$ cat config.mk
export PLATFORM = sky130hd
export DESIGN_NAME = nios_system_onchip_memory_arbiter
export DESIGN_NICKNAME = d
export VERILOG_FILES = /design/src/rtl/nios_system_onchip_memory_arbiter.sv
export SDC_FILE = /design/constraint.sdc
export NUM_CORES = 1
export LEC_CHECK = 0
export BUFFER_PORTS_ARGS = -buffer_cell sky130_fd_sc_hd__buf_2
export CORE_AREA = 2 2 102 104
export CTS_BUF_LIST = sky130_fd_sc_hd__clkbuf_4 sky130_fd_sc_hd__clkbuf_8
export DETAILED_ROUTE_END_ITERATION = 10
export DIE_AREA = 0 0 104 106
export PLACE_DENSITY = 0.54
export SYNTH_ARGS = -nofsm -noshare
export SYNTH_HDL_FRONTEND = slang
export SYNTH_SLANG_ARGS = --single-unit
$ cat constraint.sdc
create_clock -name clk -period 2.33 [get_ports clk]
set_input_delay 0.466 -clock clk [delete_from_list [all_inputs] [get_ports clk]]
set_output_delay 0.466 -clock clk [all_outputs]
set_load 0.01 [all_outputs]
$ cat src/rtl/nios_system_onchip_memory_arbiter.sv
// Round-robin arbiter letting two Avalon-style masters share one single-port
// on-chip RAM, with read-data routing and out-of-range access tracking.
module nios_system_onchip_memory_arbiter #(
  parameter int ADDR_W   = 13,
  parameter int DEPTH    = 8000,
  parameter int DATA_W   = 32,
  parameter int ERRCNT_W = 8
) (
  input  logic                  clk,
  input  logic                  reset,

  input  logic [ADDR_W-1:0]     m0_address,
  input  logic [DATA_W/8-1:0]   m0_byteenable,
  input  logic                  m0_read,
  input  logic                  m0_write,
  input  logic [DATA_W-1:0]     m0_writedata,
  output logic                  m0_waitrequest,
  output logic [DATA_W-1:0]     m0_readdata,
  output logic                  m0_readdatavalid,

  input  logic [ADDR_W-1:0]     m1_address,
  input  logic [DATA_W/8-1:0]   m1_byteenable,
  input  logic                  m1_read,
  input  logic                  m1_write,
  input  logic [DATA_W-1:0]     m1_writedata,
  output logic                  m1_waitrequest,
  output logic [DATA_W-1:0]     m1_readdata,
  output logic                  m1_readdatavalid,

  output logic [ADDR_W-1:0]     mem_address,
  output logic [DATA_W/8-1:0]   mem_byteenable,
  output logic                  mem_chipselect,
  output logic                  mem_write,
  output logic [DATA_W-1:0]     mem_writedata,
  output logic                  mem_clken,
  input  logic [DATA_W-1:0]     mem_readdata,

  input  logic                  err_clear,
  output logic                  err_flag,
  output logic [ERRCNT_W-1:0]   err_count
);

  logic              req0, req1;
  logic              grant0, grant1, any_grant, sel;
  logic              last_grant;
  logic [ADDR_W-1:0] sel_address;
  logic              sel_read, sel_write;
  logic              in_range, access_oor;
  logic              pend_valid, pend_owner, pend_oor;
  logic [DATA_W-1:0] ret_data;

  assign req0 = m0_read | m0_write;
  assign req1 = m1_read | m1_write;

  // On a tie the requester that did not win last time is served; no grants in reset.
  always_comb begin
    grant0 = 1'b0;
    grant1 = 1'b0;
    if (!reset) begin
      if (req0 && (!req1 || last_grant)) grant0 = 1'b1;
      else if (req1)                     grant1 = 1'b1;
    end
  end

  assign any_grant = grant0 | grant1;
  assign sel       = grant1;

  assign m0_waitrequest = req0 & ~grant0;
  assign m1_waitrequest = req1 & ~grant1;

  assign sel_address = sel ? m1_address : m0_address;
  assign sel_write   = sel ? m1_write   : m0_write;
  assign sel_read    = sel ? m1_read    : m0_read;
  assign in_range    = {1'b0, sel_address} < (ADDR_W+1)'(DEPTH);
  assign access_oor  = any_grant & ~in_range;

  assign mem_address    = sel_address;
  assign mem_byteenable = sel ? m1_byteenable : m0_byteenable;
  assign mem_writedata  = sel ? m1_writedata  : m0_writedata;
  assign mem_chipselect = any_grant;
  assign mem_write      = any_grant & sel_write & in_range;
  assign mem_clken      = 1'b1;

  always_ff @(posedge clk or posedge reset) begin
    if (reset) begin
      last_grant <= 1'b1;
      pend_valid <= 1'b0;
      pend_owner <= 1'b0;
      pend_oor   <= 1'b0;
    end else begin
      if (any_grant) last_grant <= sel;
      pend_valid <= any_grant & sel_read & ~sel_write;
      pend_owner <= sel;
      pend_oor   <= ~in_range;
    end
  end

  // Clear beats a same-cycle increment; the counter sticks at all-ones.
  always_ff @(posedge clk or posedge reset) begin
    if (reset) begin
      err_flag  <= 1'b0;
      err_count <= '0;
    end else if (err_clear) begin
      err_flag  <= 1'b0;
      err_count <= '0;
    end else if (access_oor) begin
      err_flag <= 1'b1;
      if (err_count != {ERRCNT_W{1'b1}}) err_count <= err_count + 1'b1;
    end
  end

  assign ret_data         = pend_oor ? '0 : mem_readdata;
  assign m0_readdatavalid = pend_valid & ~pend_owner;
  assign m1_readdatavalid = pend_valid &  pend_owner;
  assign m0_readdata      = m0_readdatavalid ? ret_data : '0;
  assign m1_readdata      = m1_readdatavalid ? ret_data : '0;

endmodule
==> summary.md, run 1 <==
| Metric | Value |
|---|---|
| Status | `completed` |
| Arrival @ worst endpoint | `1.65 ns` |
| R2r startpoint | `err_count[1]` |
| IO Pins | `266` |
| Setup TNS | `0 ns` |
| Post-route setup slack | `0.214 ns` |
| H-tree Lvls | `1` |
| Sinks on the clock net | `13` |
| Slew @ Worst Pin | `0.683 ns` |
| HP Class | `input port to asynchronous set/reset pin` |
| Antenna Nets Post-Route | `0` |
| DR DRC count | `0` |
| Synthesis Warnings | `0` |
| Filler instances | `1172` |
| Full die area | `11000 µm²` |
| Final setup viols | `0` |
| WHS | `0.307 ns` |
| Worst Setup Slack post-DPL | `0.279 ns` |
| DP Area | `3350 µm²` |
| WL per Instance | `12.4 µm` |
| Origin of the worst setup path | `last_grant` |
| Tmin final | `2.12 ns` |
| R2R cell count | `6` |
| Fin. Hold Viols | `0` |
| Site Rows | `37` |
| Sw Share | `0.418` |
| NumNets Final | `740` |
| Maximum VDD drop | `0.000130 V` |
| Initial Utilization | `0.187` |
| Crit path kind | `flop to output pin` |
| Final HPWL DP | `7790 µm` |
| Share of cells above drive strength 1 | `0.481` |
| Most frequent cells in the layout | `buf_2, nand2_1, nor2_1, nand2b_1, dfrtp_1` |
| CP endpoint | `mem_writedata[30]` |
| GPL Wtd Cong | `0.869` |
| Gr ovfl total | `0` |
| Post-CTS Hold Fix Bufs | `0` |
| Syn Nets | `485` |
| CTS Buf Count | `3` |
| Area of the core | `10000 µm²` |
| RSZ-0062 raised after global routing | `false` |
| Psw | `0.000468 W` |
| FF-to-FF setup slack | `0.48 ns` |
| Post-Syn Area per Cell | `5.38 µm²` |
| Post-CTS sizing | `0` |
| Clk pwr share | `0.193` |
| CTS Buffer Depth | `2` |
| Logic pwr share | `0.590` |
| Mapped cell area | `1870 µm²` |
| # port buffers | `264` |
| Peak Freq | `473 MHz` |
| Post-synth cell types | `41` |
| Pre-Repair DR Iteration Count | `4` |
| Via count | `3145` |
| Register area share after synthesis | `0.175` |
| Commonest non-fill, non-tap cell in the layout | `buf_2` |
| Flops & latches, synth | `13` |
| Worst skew pair latency | `0.24 ns` |
| Post-route cell area | `3400 µm²` |
| Endpoint class of the critical path | `output pin` |
| Share of power burned in registers | `0.217` |
| Drt initial violations | `226` |
| Setup repair bufs after CTS | `0` |
| Synth Instances | `347` |
| Relative slew slack | `0.544` |
| Pint | `0.000653 W` |
| Chip Width | `104 µm` |
| Clk slew on worst S/H paths | `0.06 ns` |
| Max Clock Skew | `0.00386 ns` |
| Antenna violations before repair | `0` |
| TritonCTS clock tree | `yes` |
| Max-Cap Viols | `0` |
| Layout area overhead | `82.0%` |
| Root Driver | `clkbuf_8` |
| Pwr dens | `330 nW/µm²` |
| Pleak | `2.22 nW` |
| Die Height | `106 µm` |
| First-pass GRT wire length | `14200 µm` |
| Max Slew Vio Count | `0` |
| Ant diodes | `0` |
| Tot GR Track Use | `0.153` |
| Setup crit start kind | `flop` |
| Pin count of the biggest net entering global routing | `40` |
| CP Max Fanout | `25` |
| DRT Wirelength | `9120 µm` |
| DR vias/cell | `4.27` |
| Worst Path Required | `1.86 ns` |
| Tcrit/Tclk final | `0.908` |
| Vias in the first global route | `2982` |
| Reg2Reg Capture Point | `err_count[1]` |
-- cell usage after synthesis, drive strengths merged --
library cell / count / area [µm²]
and2: 1 / 6.26
or2: 1 / 6.26
o2111ai: 1 / 8.76
dfrtp: 12 / 300
nor2b: 1 / 6.26
nor4: 1 / 6.26
nor2: 75 / 284
nand2: 151 / 567
dfstp: 1 / 26.3
xor2: 1 / 8.76
nor3b: 1 / 12.5
o211ai: 1 / 21.3
a21oi: 5 / 28.8
xnor2: 1 / 8.76
nand2b: 33 / 206
a211oi: 2 / 27.5
nor4b: 1 / 23.8
o21bai: 1 / 18.8
ha: 1 / 12.5
o21ba: 1 / 10.0
o21ai: 8 / 43.8
buf: 5 / 25.0
or3: 4 / 25.0
nand3: 4 / 20.0
and4: 1 / 8.76
mux2i: 2 / 20.0
and3: 2 / 12.5
nand4: 2 / 12.5
nor3: 1 / 5.00
a31oi: 2 / 12.5
conb: 1 / 3.75
clkbuf: 18 / 67.6
inv: 5 / 18.8
-- cell type report --
type,instances,area [µm²],area share
clock buffers,4,48.8,0.0144
inverters,5,18.8,0.00553
multi-input cells,306,1430,0.421
flip-flops and latches,13,327,0.0962
well taps,136,170,0.0501
repair buffers,273,1400,0.413
-- power by group through the flow --
stage	Sequential (W)	Combinational (W)	Clock (W)
2_1_floorplan	0.000244	0.000334	0
3_3_place_gp	0.000247	0.000664	0
3_5_place_dp	0.000247	0.000671	0
4_1_cts	0.000243	0.000672	0.000222
5_1_grt	0.000245	0.000735	0.000239
6_report	0.000243	0.000662	0.000216
-- worst max-delay path, cell delays in order (launching register included) --
cell	delay, ns
dfstp_2	0.55
o21ai_2	0.09
nand2_2	0.13
buf_4	0.28
nand2_1	0.13
nand2_1	0.08
buf_2	0.13
-- routing by layer --
| metal | up-vias | part of all wire | GRT usage |
|---|---|---|---|
| met4 | 0 | 0.011 | 0.0319 |
| li1 | 1577 | - | - |
| met1 | 1393 | 0.35 | 0.152 |
| met2 | 167 | 0.53 | 0.309 |
| met3 | 8 | 0.11 | 0.0497 |
| met5 | - | 0 | 0 |
-- state kept, by name, indices dropped and copies added (netlist names) --
| register | count |
|---|---|
| err_count | 8 |
| err_flag | 1 |
| last_grant | 1 |
| pend_oor | 1 |
| pend_owner | 1 |
| pend_valid | 1 |
-- stage by stage --
| stage | utilization | cells | total power [W] |
|---|---|---|---|
| floorplan | - | 347 | 0.000579 |
| global placement | 0.335 | 733 | 0.000912 |
| detailed placement | 0.335 | 733 | 0.000919 |
| CTS | 0.340 | 737 | 0.00114 |
| global route | 0.340 | 737 | 0.00122 |
| finish | 0.340 | 737 | 0.00112 |
-- worst min path at each step --
stage	cells after the start	end	slack (ns)	from
2_1_floorplan	1	err_count[0]	0.34	reset
3_3_place_gp	2	err_flag	0.48	err_flag
3_5_place_dp	2	err_flag	0.49	err_flag
4_1_cts	2	err_count[1]	0.33	reset
5_1_grt	2	err_count[3]	0.35	reset
6_report	2	err_count[3]	0.31	reset
-- logic make-up after synthesis --
logic type | Yosys count | share of synthesized area
AO/OA/AOI/OAI | 21 | 0.0919
XOR/XNOR | 2 | 0.00939
flip-flops | 13 | 0.175
buffers and inverters | 28 | 0.0597
multiplexers | 2 | 0.0107
AND/OR/NAND/NOR | 279 | 0.645
adder cells (fa/ha/maj) | 1 | 0.00671
other | 1 | 0.00201
Note: power is estimated with default switching activity, not from simulation.
==> inputs of run 2 (changes only) <==
BUFFER_PORTS_ARGS = -buffer_cell sky130_fd_sc_hd__buf_4   (was -buffer_cell sky130_fd_sc_hd__buf_2)
==> run 2 against run 1 <==
Cell area grew 20%. Wire length grew 6.6%. First-iteration DRC count shrank 38%. Sequential power is essentially flat. Highest routed layer unchanged. Sequential share of layout area shrank 1.6 points. Worst setup slack gained 0.011 ns. Non-clock buffer count grew 1. Maximum frequency grew 0.52%.
==> summary.md, run 2 (same netlist as run 1, synthesis figures left out) <==
| Metric | Value |
|---|---|
| Antenna Nets Post-Route | `0 (unchanged)` |
| Max Clock Skew | `0.00251 ns (-0.00135 ns)` |
| Via count | `3109 (-1.1%)` |
| Setup repair bufs after CTS | `0 (unchanged)` |
| Post-route cell area | `4080 µm² (+20%)` |
| Clk slew on worst S/H paths | `0.05 ns (about the same)` |
| WHS | `0.300 ns (-0.00674 ns)` |
| Post-CTS Hold Fix Bufs | `0 (unchanged)` |
| Vias in the first global route | `2995 (+0.44%)` |
| Final std cells w/o fill | `738 (+0.14%)` |
| DP Area | `4030 µm² (+20%)` |
| Endpoint class of the critical path | `output pin` |
| Root Driver | `clkbuf_8` |
| TritonCTS clock tree | `yes` |
| Commonest non-fill, non-tap cell in the layout | `buf_4` |
| # port buffers | `264 (unchanged)` |
| Gr ovfl total | `0 (unchanged)` |
| Most frequent cells in the layout | `buf_4, nand2_1, nor2_1, nand2b_1, dfrtp_1` |
| Area of the core | `10000 µm² (unchanged)` |
| Worst Path Required | `1.86 ns (about the same)` |
| Total power draw | `0.00128 W (+14%)` |
| Full die area | `11000 µm² (unchanged)` |
| GPL Wtd Cong | `0.877 (+0.92%)` |
| Max reg flops | `8 (unchanged)` |
| Top reg by flops | `err_count` |
| Setup crit start kind | `flop` |
| Peak Freq | `475 MHz (+0.52%)` |
| Site Rows | `37 (unchanged)` |
| R2r startpoint | `err_count[0]` |
| Post-CTS sizing | `0 (unchanged)` |
| DRT Wirelength | `9720 µm (+6.6%)` |
| Filler instances | `1098 (-6.3%)` |
| Die Height | `106 µm (unchanged)` |
| Sinks on the clock net | `13 (unchanged)` |
| Arrival @ worst endpoint | `1.64 ns (about the same)` |
| Pin count of the biggest net entering global routing | `34 (-15%)` |
| DP Cell Count | `734 (+0.14%)` |
| CP Max Fanout | `25 (unchanged)` |
| WL per Instance | `13.2 µm (+6.5%)` |
| Final HPWL DP | `8390 µm (+7.7%)` |
| FF-to-FF setup slack | `0.51 ns (+0.03 ns)` |
| CTS Buf Count | `3 (unchanged)` |
| Antenna violations before repair | `0 (unchanged)` |
| Tmin final | `2.10 ns (-0.0108 ns)` |
| Fin. Hold Viols | `0 (unchanged)` |
| Pwr dens | `314 nW/µm² (-4.9%)` |
| Relative slew slack | `0.522 (-0.0223)` |
| Tot GR Track Use | `0.163 (+0.00934)` |
| Maximum VDD drop | `0.000131 V (+0.75%)` |
| Max Slew Vio Count | `0 (unchanged)` |
| Status | `completed` |
| First-pass GRT wire length | `14700 µm (+3.7%)` |
| CTS Buffer Depth | `2 (unchanged)` |
| Layout area overhead | `119%` |
| IO Pins | `266 (unchanged)` |
| Worst skew pair latency | `0.24 ns (about the same)` |
| Max-Cap Viols | `0 (unchanged)` |
| Reg2Reg Capture Point | `err_count[1]` |
| Ant diodes | `0 (unchanged)` |
| DR vias/cell | `4.21 (-1.3%)` |
| Drt initial violations | `139 (-38%)` |
| DR DRC count | `0 (unchanged)` |
| R2R cell count | `6 (unchanged)` |
| Initial Utilization | `0.187 (unchanged)` |
| Pleak | `2.39 nW (+7.4%)` |
| Crit path kind | `flop to output pin` |
| Tcrit/Tclk final | `0.903 (-0.00465)` |
| Final setup viols | `0 (unchanged)` |
| Chip Width | `104 µm (unchanged)` |
| NumNets Final | `741 (+0.14%)` |
| Setup TNS | `0 ns (unchanged)` |
| Share of cells above drive strength 1 | `0.482 (+0.000862)` |
| Slew @ Worst Pin | `0.717 ns (+0.0335 ns)` |
| HP Class | `input port to asynchronous set/reset pin` |
| Pre-Repair DR Iteration Count | `4 (unchanged)` |
| H-tree Lvls | `1 (unchanged)` |
| RSZ-0062 raised after global routing | `false` |
run 2: routing by layer:
| layer | vias to the layer above | GRT usage | part of all wire | wire length [µm] |
|---|---|---|---|---|
| met5 | - | 0 | 0 | 0 |
| met3 | 8 | 0.0582 | 0.10 | 1000 |
| li1 | 1581 | - | - | - |
| met4 | 0 | 0.0367 | 0.013 | 127 |
| met2 | 161 | 0.326 | 0.54 | 5290 |
| met1 | 1359 | 0.158 | 0.34 | 3300 |
run 2: final cells by class:
class	count	area [µm²]	area share
tap	136	170	0.0417
clock buffer	4	48.8	0.0120
sequential	13	327	0.0801
timing repair buffer	274	2080	0.511
multi-input combinational	306	1430	0.351
inverter	5	18.8	0.00460
run 2: report_power, final:
part / internal [W] / total, W / leakage [nW] / switching [W]
registers: 0.000236 / 0.000244 / 0.176 / 0.00000832
clock network: 0.000132 / 0.000213 / 0.0262 / 0.0000806
logic: 0.000434 / 0.000824 / 2.18 / 0.000389
total: 0.000803 / 0.00128 / 2.39 / 0.000478
run 2: stage by stage:
stage	util	worst slack, ns
after floorplan	-	0.357
after global placement	0.403	0.310
after detailed placement	0.403	0.276
after CTS	0.408	0.212
after global routing	0.408	0.121
final	0.408	0.225
run 2: worst max path at each step:
stage / slack (ns) / startpoint / endpoint / cells past startpoint
final: 0.23 / last_grant / mem_writedata[7] / 6
after global placement: 0.31 / reset / mem_write / 6
after CTS: 0.21 / last_grant / mem_write / 5
after global routing: 0.12 / last_grant / mem_writedata[6] / 6
after floorplan: 0.36 / m1_read / mem_address[10] / 6
after detailed placement: 0.28 / reset / mem_write / 6
run 2: worst max-delay path: stages, from the launching register on:
cell and delay, ns:
dfstp_2 0.56, o21ai_2 0.10, nand2_2 0.12, buf_4 0.28, nand2_1 0.13, nand2_1 0.09
buf_4 0.11
